### src/rtl/rng_pkg.sv
// Shared types and PARAM field layout for the TRNG post-processing unit.
// Latency: n/a (types, constants and a pure decode function only).
// Backpressure: n/a.
package rng_pkg;

  typedef enum logic [1:0] {
    MODE_RAW  = 2'd0,
    MODE_VN   = 2'd1,
    MODE_PACK = 2'd2
  } mode_e;

  typedef enum logic [1:0] {
    ST_IDLE   = 2'd0,
    ST_WARMUP = 2'd1,
    ST_RUN    = 2'd2,
    ST_FAULT  = 2'd3
  } state_e;

  // PARAM word layout
  localparam int MODE_LSB = 0;
  localparam int MODE_W   = 2;
  localparam int DEC_LSB  = 8;
  localparam int RCT_LSB  = 16;
  localparam int MASK_LSB = 24;
  localparam int FIELD_W  = 8;

  // Encoding 3 is reserved and treated exactly like von-Neumann mode.
  function automatic mode_e decode_mode(input logic [1:0] m);
    case (m)
      2'd0:    return MODE_RAW;
      2'd2:    return MODE_PACK;
      default: return MODE_VN;
    endcase
  endfunction

endpackage

### src/rtl/rng_vn_debias.sv
// Von-Neumann debiaser: pairs input bits, 01 -> 0, 10 -> 1, 00/11 dropped.
// Latency: combinational, out_valid in the same cycle as the second bit of a pair.
// Backpressure: none; every in_valid is consumed, clr discards a pending half-pair.
module rng_vn_debias (
  input  logic CLK,
  input  logic RST,
  input  logic clr,
  input  logic in_valid,
  input  logic in_bit,
  output logic out_valid,
  output logic out_bit
);

  logic half_q;
  logic first_q;

  // Hold the first bit of a pair; the pair restarts after every second bit.
  always_ff @(posedge CLK) begin
    if (RST || clr) begin
      half_q  <= 1'b0;
      first_q <= 1'b0;
    end else if (in_valid) begin
      half_q <= ~half_q;
      if (!half_q) first_q <= in_bit;
    end
  end

  assign out_valid = in_valid && half_q && (first_q != in_bit);
  assign out_bit   = first_q;

endmodule

### src/rtl/rng_unit_vn.sv
// TRNG post-processing: channel combine, decimate, repetition-count test, optional VN debias and packing.
// Latency: the sample completing an output at cycle t gives a DATA_EN strobe at cycle t+1.
// Backpressure: none; one sample per cycle accepted, the consumer must take every DATA_EN.
module rng_unit_vn
  import rng_pkg::*;
#(
  parameter int NCH    = 4,
  parameter int DW     = 16,
  parameter int WARMUP = 64,
  parameter int RCT_W  = 8
) (
  input  logic           CLK,
  input  logic           RST,
  input  logic           RNG_EN,
  input  logic [31:0]    PARAM,
  input  logic [NCH-1:0] RAW_IN,
  input  logic           RAW_VALID,
  output logic [DW-1:0]  DATA_OUT,
  output logic           DATA_EN,
  output logic           ERR
);

  localparam int WU_W = $clog2(WARMUP + 1);
  localparam int PK_W = $clog2(DW);

  state_e             state_q, state_d;
  logic [31:0]        param_q;
  logic               param_unused;
  mode_e              mode;
  logic [NCH-1:0]     mask;
  logic [FIELD_W-1:0] dec_dm1;
  logic [FIELD_W-1:0] rct_c;

  logic               active, leave, take, comb_bit;
  logic [FIELD_W-1:0] dec_cnt;
  logic               dec_acc;
  logic               d_vld, d_bit;
  logic [RCT_W-1:0]   rct_cnt, rct_nxt;
  logic               rct_bit, rct_trip;
  logic [WU_W-1:0]    wu_cnt;
  logic               wu_done, run_d;
  logic               vn_in, vn_vld, vn_bit;
  logic [PK_W-1:0]    pk_cnt;
  logic [DW-1:0]      pk_sh, pk_sh_nxt;
  logic               pk_full;
  logic               emit;
  logic [DW-1:0]      word;

  assign mode         = decode_mode(param_q[MODE_LSB +: MODE_W]);
  assign dec_dm1      = param_q[DEC_LSB +: FIELD_W];
  assign rct_c        = param_q[RCT_LSB +: FIELD_W];
  assign mask         = param_q[MASK_LSB +: NCH];
  assign param_unused = ^param_q;

  // A sample taken while RNG_EN is low is dropped: the unit is leaving for IDLE.
  assign active   = (state_q == ST_WARMUP) || (state_q == ST_RUN);
  assign leave    = active && !RNG_EN;
  assign take     = active && RNG_EN && RAW_VALID;
  assign comb_bit = ^(RAW_IN & mask);

  assign d_vld = take && (dec_cnt == dec_dm1);
  assign d_bit = dec_acc ^ comb_bit;

  // Repetition count including the current decimated bit; saturates at all-ones.
  always_comb begin
    rct_nxt = {{(RCT_W-1){1'b0}}, 1'b1};
    if (rct_cnt != '0 && d_bit == rct_bit)
      rct_nxt = (&rct_cnt) ? rct_cnt : rct_cnt + 1'b1;
  end

  assign rct_trip = d_vld && (rct_c != '0) && (32'(rct_nxt) >= 32'(rct_c));
  assign wu_done  = d_vld && !rct_trip && (state_q == ST_WARMUP) &&
                    (wu_cnt == WU_W'(WARMUP - 1));
  assign run_d    = d_vld && !rct_trip && (state_q == ST_RUN);
  assign vn_in    = run_d && (mode != MODE_RAW);

  rng_vn_debias u_vn (
    .CLK       (CLK),
    .RST       (RST),
    .clr       (leave),
    .in_valid  (vn_in),
    .in_bit    (d_bit),
    .out_valid (vn_vld),
    .out_bit   (vn_bit)
  );

  // Newest bit enters at the top so the oldest lands in bit 0 of a full word.
  assign pk_sh_nxt = {vn_bit, pk_sh[DW-1:1]};
  assign pk_full   = (pk_cnt == PK_W'(DW - 1));

  // Select what reaches DATA_OUT for the current mode.
  always_comb begin
    emit = 1'b0;
    word = '0;
    case (mode)
      MODE_RAW: begin
        emit = run_d;
        word = {{(DW-1){1'b0}}, d_bit};
      end
      MODE_PACK: begin
        emit = vn_vld && pk_full;
        word = pk_sh_nxt;
      end
      default: begin
        emit = vn_vld;
        word = {{(DW-1){1'b0}}, vn_bit};
      end
    endcase
  end

  // Next-state logic; FAULT is left only through RST.
  always_comb begin
    state_d = state_q;
    case (state_q)
      ST_IDLE:   if (RNG_EN) state_d = ST_WARMUP;
      ST_WARMUP: begin
        if (!RNG_EN)       state_d = ST_IDLE;
        else if (rct_trip) state_d = ST_FAULT;
        else if (wu_done)  state_d = ST_RUN;
      end
      ST_RUN: begin
        if (!RNG_EN)       state_d = ST_IDLE;
        else if (rct_trip) state_d = ST_FAULT;
      end
      default:             state_d = ST_FAULT;
    endcase
  end

  // State register.
  always_ff @(posedge CLK) begin
    if (RST) state_q <= ST_IDLE;
    else     state_q <= state_d;
  end

  // Configuration is frozen for the whole enable session.
  always_ff @(posedge CLK) begin
    if (RST)                                 param_q <= '0;
    else if (state_q == ST_IDLE && RNG_EN)   param_q <= PARAM;
  end

  // Decimator: XOR of D consecutive combined bits.
  always_ff @(posedge CLK) begin
    if (RST || leave) begin
      dec_cnt <= '0;
      dec_acc <= 1'b0;
    end else if (take) begin
      if (d_vld) begin
        dec_cnt <= '0;
        dec_acc <= 1'b0;
      end else begin
        dec_cnt <= dec_cnt + 1'b1;
        dec_acc <= d_bit;
      end
    end
  end

  // Repetition-count state, kept across WARMUP->RUN.
  always_ff @(posedge CLK) begin
    if (RST || leave) begin
      rct_cnt <= '0;
      rct_bit <= 1'b0;
    end else if (d_vld) begin
      rct_cnt <= rct_nxt;
      rct_bit <= d_bit;
    end
  end

  // Count decimated bits discarded during warm-up.
  always_ff @(posedge CLK) begin
    if (RST || leave)                        wu_cnt <= '0;
    else if (d_vld && state_q == ST_WARMUP)  wu_cnt <= wu_cnt + 1'b1;
  end

  // Packer shift register and fill count.
  always_ff @(posedge CLK) begin
    if (RST || leave) begin
      pk_cnt <= '0;
      pk_sh  <= '0;
    end else if (vn_vld && mode == MODE_PACK) begin
      pk_cnt <= pk_full ? '0 : pk_cnt + 1'b1;
      pk_sh  <= pk_sh_nxt;
    end
  end

  // Output registers; DATA_OUT holds its last word between strobes.
  always_ff @(posedge CLK) begin
    if (RST) begin
      DATA_OUT <= '0;
      DATA_EN  <= 1'b0;
    end else begin
      DATA_EN <= emit;
      if (emit) DATA_OUT <= word;
    end
  end

  assign ERR = (state_q == ST_FAULT);

endmodule

### config.mk
export PLATFORM = sky130hd
export DESIGN_NAME = rng_unit_vn
export DESIGN_NICKNAME = d
export VERILOG_FILES = /design/src/rtl/rng_pkg.sv /design/src/rtl/rng_vn_debias.sv /design/src/rtl/rng_unit_vn.sv
export SDC_FILE = /design/constraint.sdc
export NUM_CORES = 1
export LEC_CHECK = 0
export CORE_MARGIN = 8
export CORE_UTILIZATION = 43
export CTS_CLUSTER_SIZE = 24
export DETAILED_ROUTE_END_ITERATION = 16
export PLACE_DENSITY_LB_ADDON = 0.15
export SLEW_MARGIN = 20
export SYNTH_ARGS = -nofsm -noshare
export SYNTH_HDL_FRONTEND = slang
export SYNTH_SLANG_ARGS = --single-unit
### constraint.sdc
create_clock -name CLK -period 5.7 [get_ports CLK]
set_clock_uncertainty 0.05 [all_clocks]
set_input_delay 1.14 -clock CLK [delete_from_list [all_inputs] [get_ports CLK]]
set_output_delay 1.14 -clock CLK [all_outputs]
set_load 0.01 [all_outputs]
==> flow_summary.ini <==
[cts]
postCtsHoldBufs = 0
clock_latency_ns = 0.36
clkSlewWorstSetupHoldPaths_ns = 0.09
clock-root-buffer = clkbuf_8
cts_buffer_depth = 2
tritoncts = built
cts.sinks = 87
cts_resized = 0
htreeDepth = 3
cts.repair_timing.setup_buffer_count = 0
cts_inserted_buffers = 9

[sta]
slew_headroom_pct = 36.5
period_share_pct = 86.8
setup_viol_count_final = 0
slew_violations = 0
tightest_slew_ns = 0.950
hold_viol = 0
fin_setup_tns_ns = 0
worst_hold_slack_ns = 0.409
rsz0062_at_grt = no
fmax_mhz = 202
fin_crit_ns = 4.95

[global_route]
grt_pass1_wl_um = 16000
grt-ovfl-total = 0
first_global_vias = 3336
grt_use_total_pct = 14.9
grt_max_degree = 43
antenna_found_initial = 0

[power]
total_power_mw = 1.44
intPower_mw = 0.943
p_comb_share_pct = 25.5
switchingPower_mw = 0.499
p_leak_nw = 1.94
switching_share_pct = 34.6
clkPwrFrac_pct = 27.5
peakVddDrop_mv = 0.141
p_seq_share_pct = 46.9
power_density_nw_per_um2 = 289

[worst_setup_path]
reg2reg_from = param_q[26]$_SDFFE_PP0P_
critPathLaunchType = input port
crit_end = pk_cnt[3]$_SDFFE_PP0P_
critical_path_required_ns = 5.95
r2r_end = pk_cnt[3]$_SDFFE_PP0P_
worstPathMaxFanout = 8
ff2ff_setup_slack_ns = 1.65
rr_worst_depth = 12
crit_type = in -> reg
worstSetupEndpointType = flip-flop
crit_start = RAW_IN[3]
cp.arrival_ns = 5.19

[floorplan]
core_um2 = 9680
die_h_um = 115
dieArea_um2 = 13300
die_w_um = 115
initial_utilization_pct = 43.9
rows = 36
ioPinCount = 58

[synth]
synth_top_area_share_pct = 41.0
syn_nets = 554
syn_avg_cell_area_um2 = 8.56
seq_area_frac_synth_pct = 41.0
async_flop_share_pct = 0
syn-cell-area_um2 = 4250
synth_edf_count = 0
synth.area.top_cells = dfxtp_1 41%, a21oi_1 6.9%, nand2_1 5.6%, ha_1 5.0%, nor2_1 4.3%
yosysWarnings = 0
yosys.area.top_type = dfxtp_1
ys_types = 61
synth_ff_type = dfxtp_1
syn_inst = 497
synth-seq-cells = 87

[hold_path]
hold_path.class = reg -> reg

[final_layout]
final_cell_area_um2 = 4990
layout.nets = 593
multi_input_area_um2 = 2300
regArea_um2 = 1740
final_cell_mix = 87 x dfxtp_1, 63 x nand2_1, 59 x a21oi_1, 48 x nor2_1, 47 x clkdlybuf4s50_1
drive_above_1_share_pct = 7.21
antenna_cells = 0
nFillCells = 965
syn_to_final_growth_pct = 17.3
final_common_cell = dfxtp_1

[placed_design]
port_buffers = 47
placed_area_um2 = 4810
dpl.hpwl_um = 6720
place_congestion = 0.800

[detailed_routing]
wl_um = 9400
dr_total_vias = 3503
vias_per_cell = 5.20
drtPass1Iterations = 4
drc_errors = 0
wire_per_inst_um = 13.9
drt_iter0_markers = 143
drtAntennaViolNets = 0

[flow_run]
maxCapViolations = 0

[status]
outcome = finished, final reports clean
## cell usage after synthesis (all sizes together), types with 2 or more instances
| cell | n |
|---|---|
| a31oi | 4 |
| o21ai | 27 |
| mux2 | 2 |
| mux2i | 18 |
| or3 | 6 |
| xnor2 | 5 |
| and2 | 6 |
| nand3 | 7 |
| o2111ai | 2 |
| a221oi | 2 |
| and3 | 8 |
| a21oi | 59 |
| a21boi | 2 |
| dfxtp | 87 |
| nand2b | 3 |
| clkbuf | 16 |
| nand2 | 63 |
| nand3b | 2 |
| nor2b | 2 |
| o21bai | 2 |
| xnor3 | 2 |
| nor4 | 5 |
| nor2 | 49 |
| xor2 | 20 |
| inv | 20 |
| ha | 17 |
| nor3 | 6 |
| buf | 10 |
| a211oi | 2 |
| nand4 | 26 |
| or2 | 3 |
## worst min-delay path by stage
stage,from,end,slack (ns),cells past startpoint
global placement,param_q[26]$_SDFFE_PP0P_,param_q[26]$_SDFFE_PP0P_,0.40,2
global route,param_q[11]$_SDFFE_PP0P_,param_q[11]$_SDFFE_PP0P_,0.45,2
CTS,param_q[26]$_SDFFE_PP0P_,param_q[26]$_SDFFE_PP0P_,0.41,2
floorplan,param_q[25]$_SDFFE_PP0P_,param_q[25]$_SDFFE_PP0P_,0.39,2
finish,param_q[26]$_SDFFE_PP0P_,param_q[26]$_SDFFE_PP0P_,0.41,2
detailed placement,param_q[26]$_SDFFE_PP0P_,param_q[26]$_SDFFE_PP0P_,0.40,2
## flip-flops by register name (all words and copies together), names as in the netlist, 2 cells and up
signal	count
DATA_OUT	16
pk_cnt	4
state_q	2
param_q	22
rct_cnt	8
dec_cnt	8
pk_sh	15
wu_cnt	7
## power by group through the flow
| stage | combinational [mW] | sequential, mW | clock [mW] |
|---|---|---|---|
| 6_report | 0.368 | 0.677 | 0.397 |
| 5_1_grt | 0.411 | 0.681 | 0.440 |
| 4_1_cts | 0.371 | 0.677 | 0.416 |
| 3_5_place_dp | 0.370 | 0.691 | 0 |
| 3_3_place_gp | 0.363 | 0.689 | 0 |
| 2_1_floorplan | 0.268 | 0.682 | 0 |
## critical path, cell delays in order
cell and delay, ns:
clkdlybuf4s50_1 0.46, nand2_1 0.07, xnor3_2 0.47, xnor3_1 0.42, or2_1 0.33, nor2_1 0.23
ha_1 0.27, nand2b_4 0.13, a2111o_1 0.44, a32oi_4 0.29, o2111ai_2 0.26, or4_1 0.53
a21oi_1 0.14
## cell families after synthesis
logic type                 count (synthesis)  synth area share, %
AOI/OAI and AO/OA                        109                 15.6
xor gates and xnor gates                  27                 6.24
adders and majority gates                 17                 5.00
buffers and inverters                     46                 4.91
DFF                                       87                 41.0
muxes                                     20                 5.15
and+or+nand+nor                          191                 22.2
## final cells by class
cell class                      count  share of cell area, %
Timing Repair Buffer               54                   10.5
Clock inverter                      7                   1.10
Multi-Input combinational cell    364                   46.2
Tap cell                          133                   3.34
Clock buffer                        9                   2.48
Inverter                           20                   1.50
Sequential cell                    87                   34.9
## per-layer routing
metal | global-route usage (%) | up-vias | routed length, µm | part of all wire, %
met5 | 0 | - | 0 | 0
met4 | 4.64 | 0 | 109 | 1.2
met3 | 3.86 | 12 | 330 | 3.5
met2 | 24.4 | 43 | 4420 | 47
met1 | 18.7 | 1629 | 4540 | 48
li1 | - | 1819 | - | -
## per-stage QoR
stage,setup slack (ns),utilization (%),std cells
6_report,0.753,51.5,674
5_1_grt,0.544,51.5,674
4_1_cts,0.712,51.5,674
3_5_place_dp,0.332,49.7,658
3_3_place_gp,0.386,49.7,658
2_1_floorplan,1.14,-,497
(Power assumes the default switching activity.)
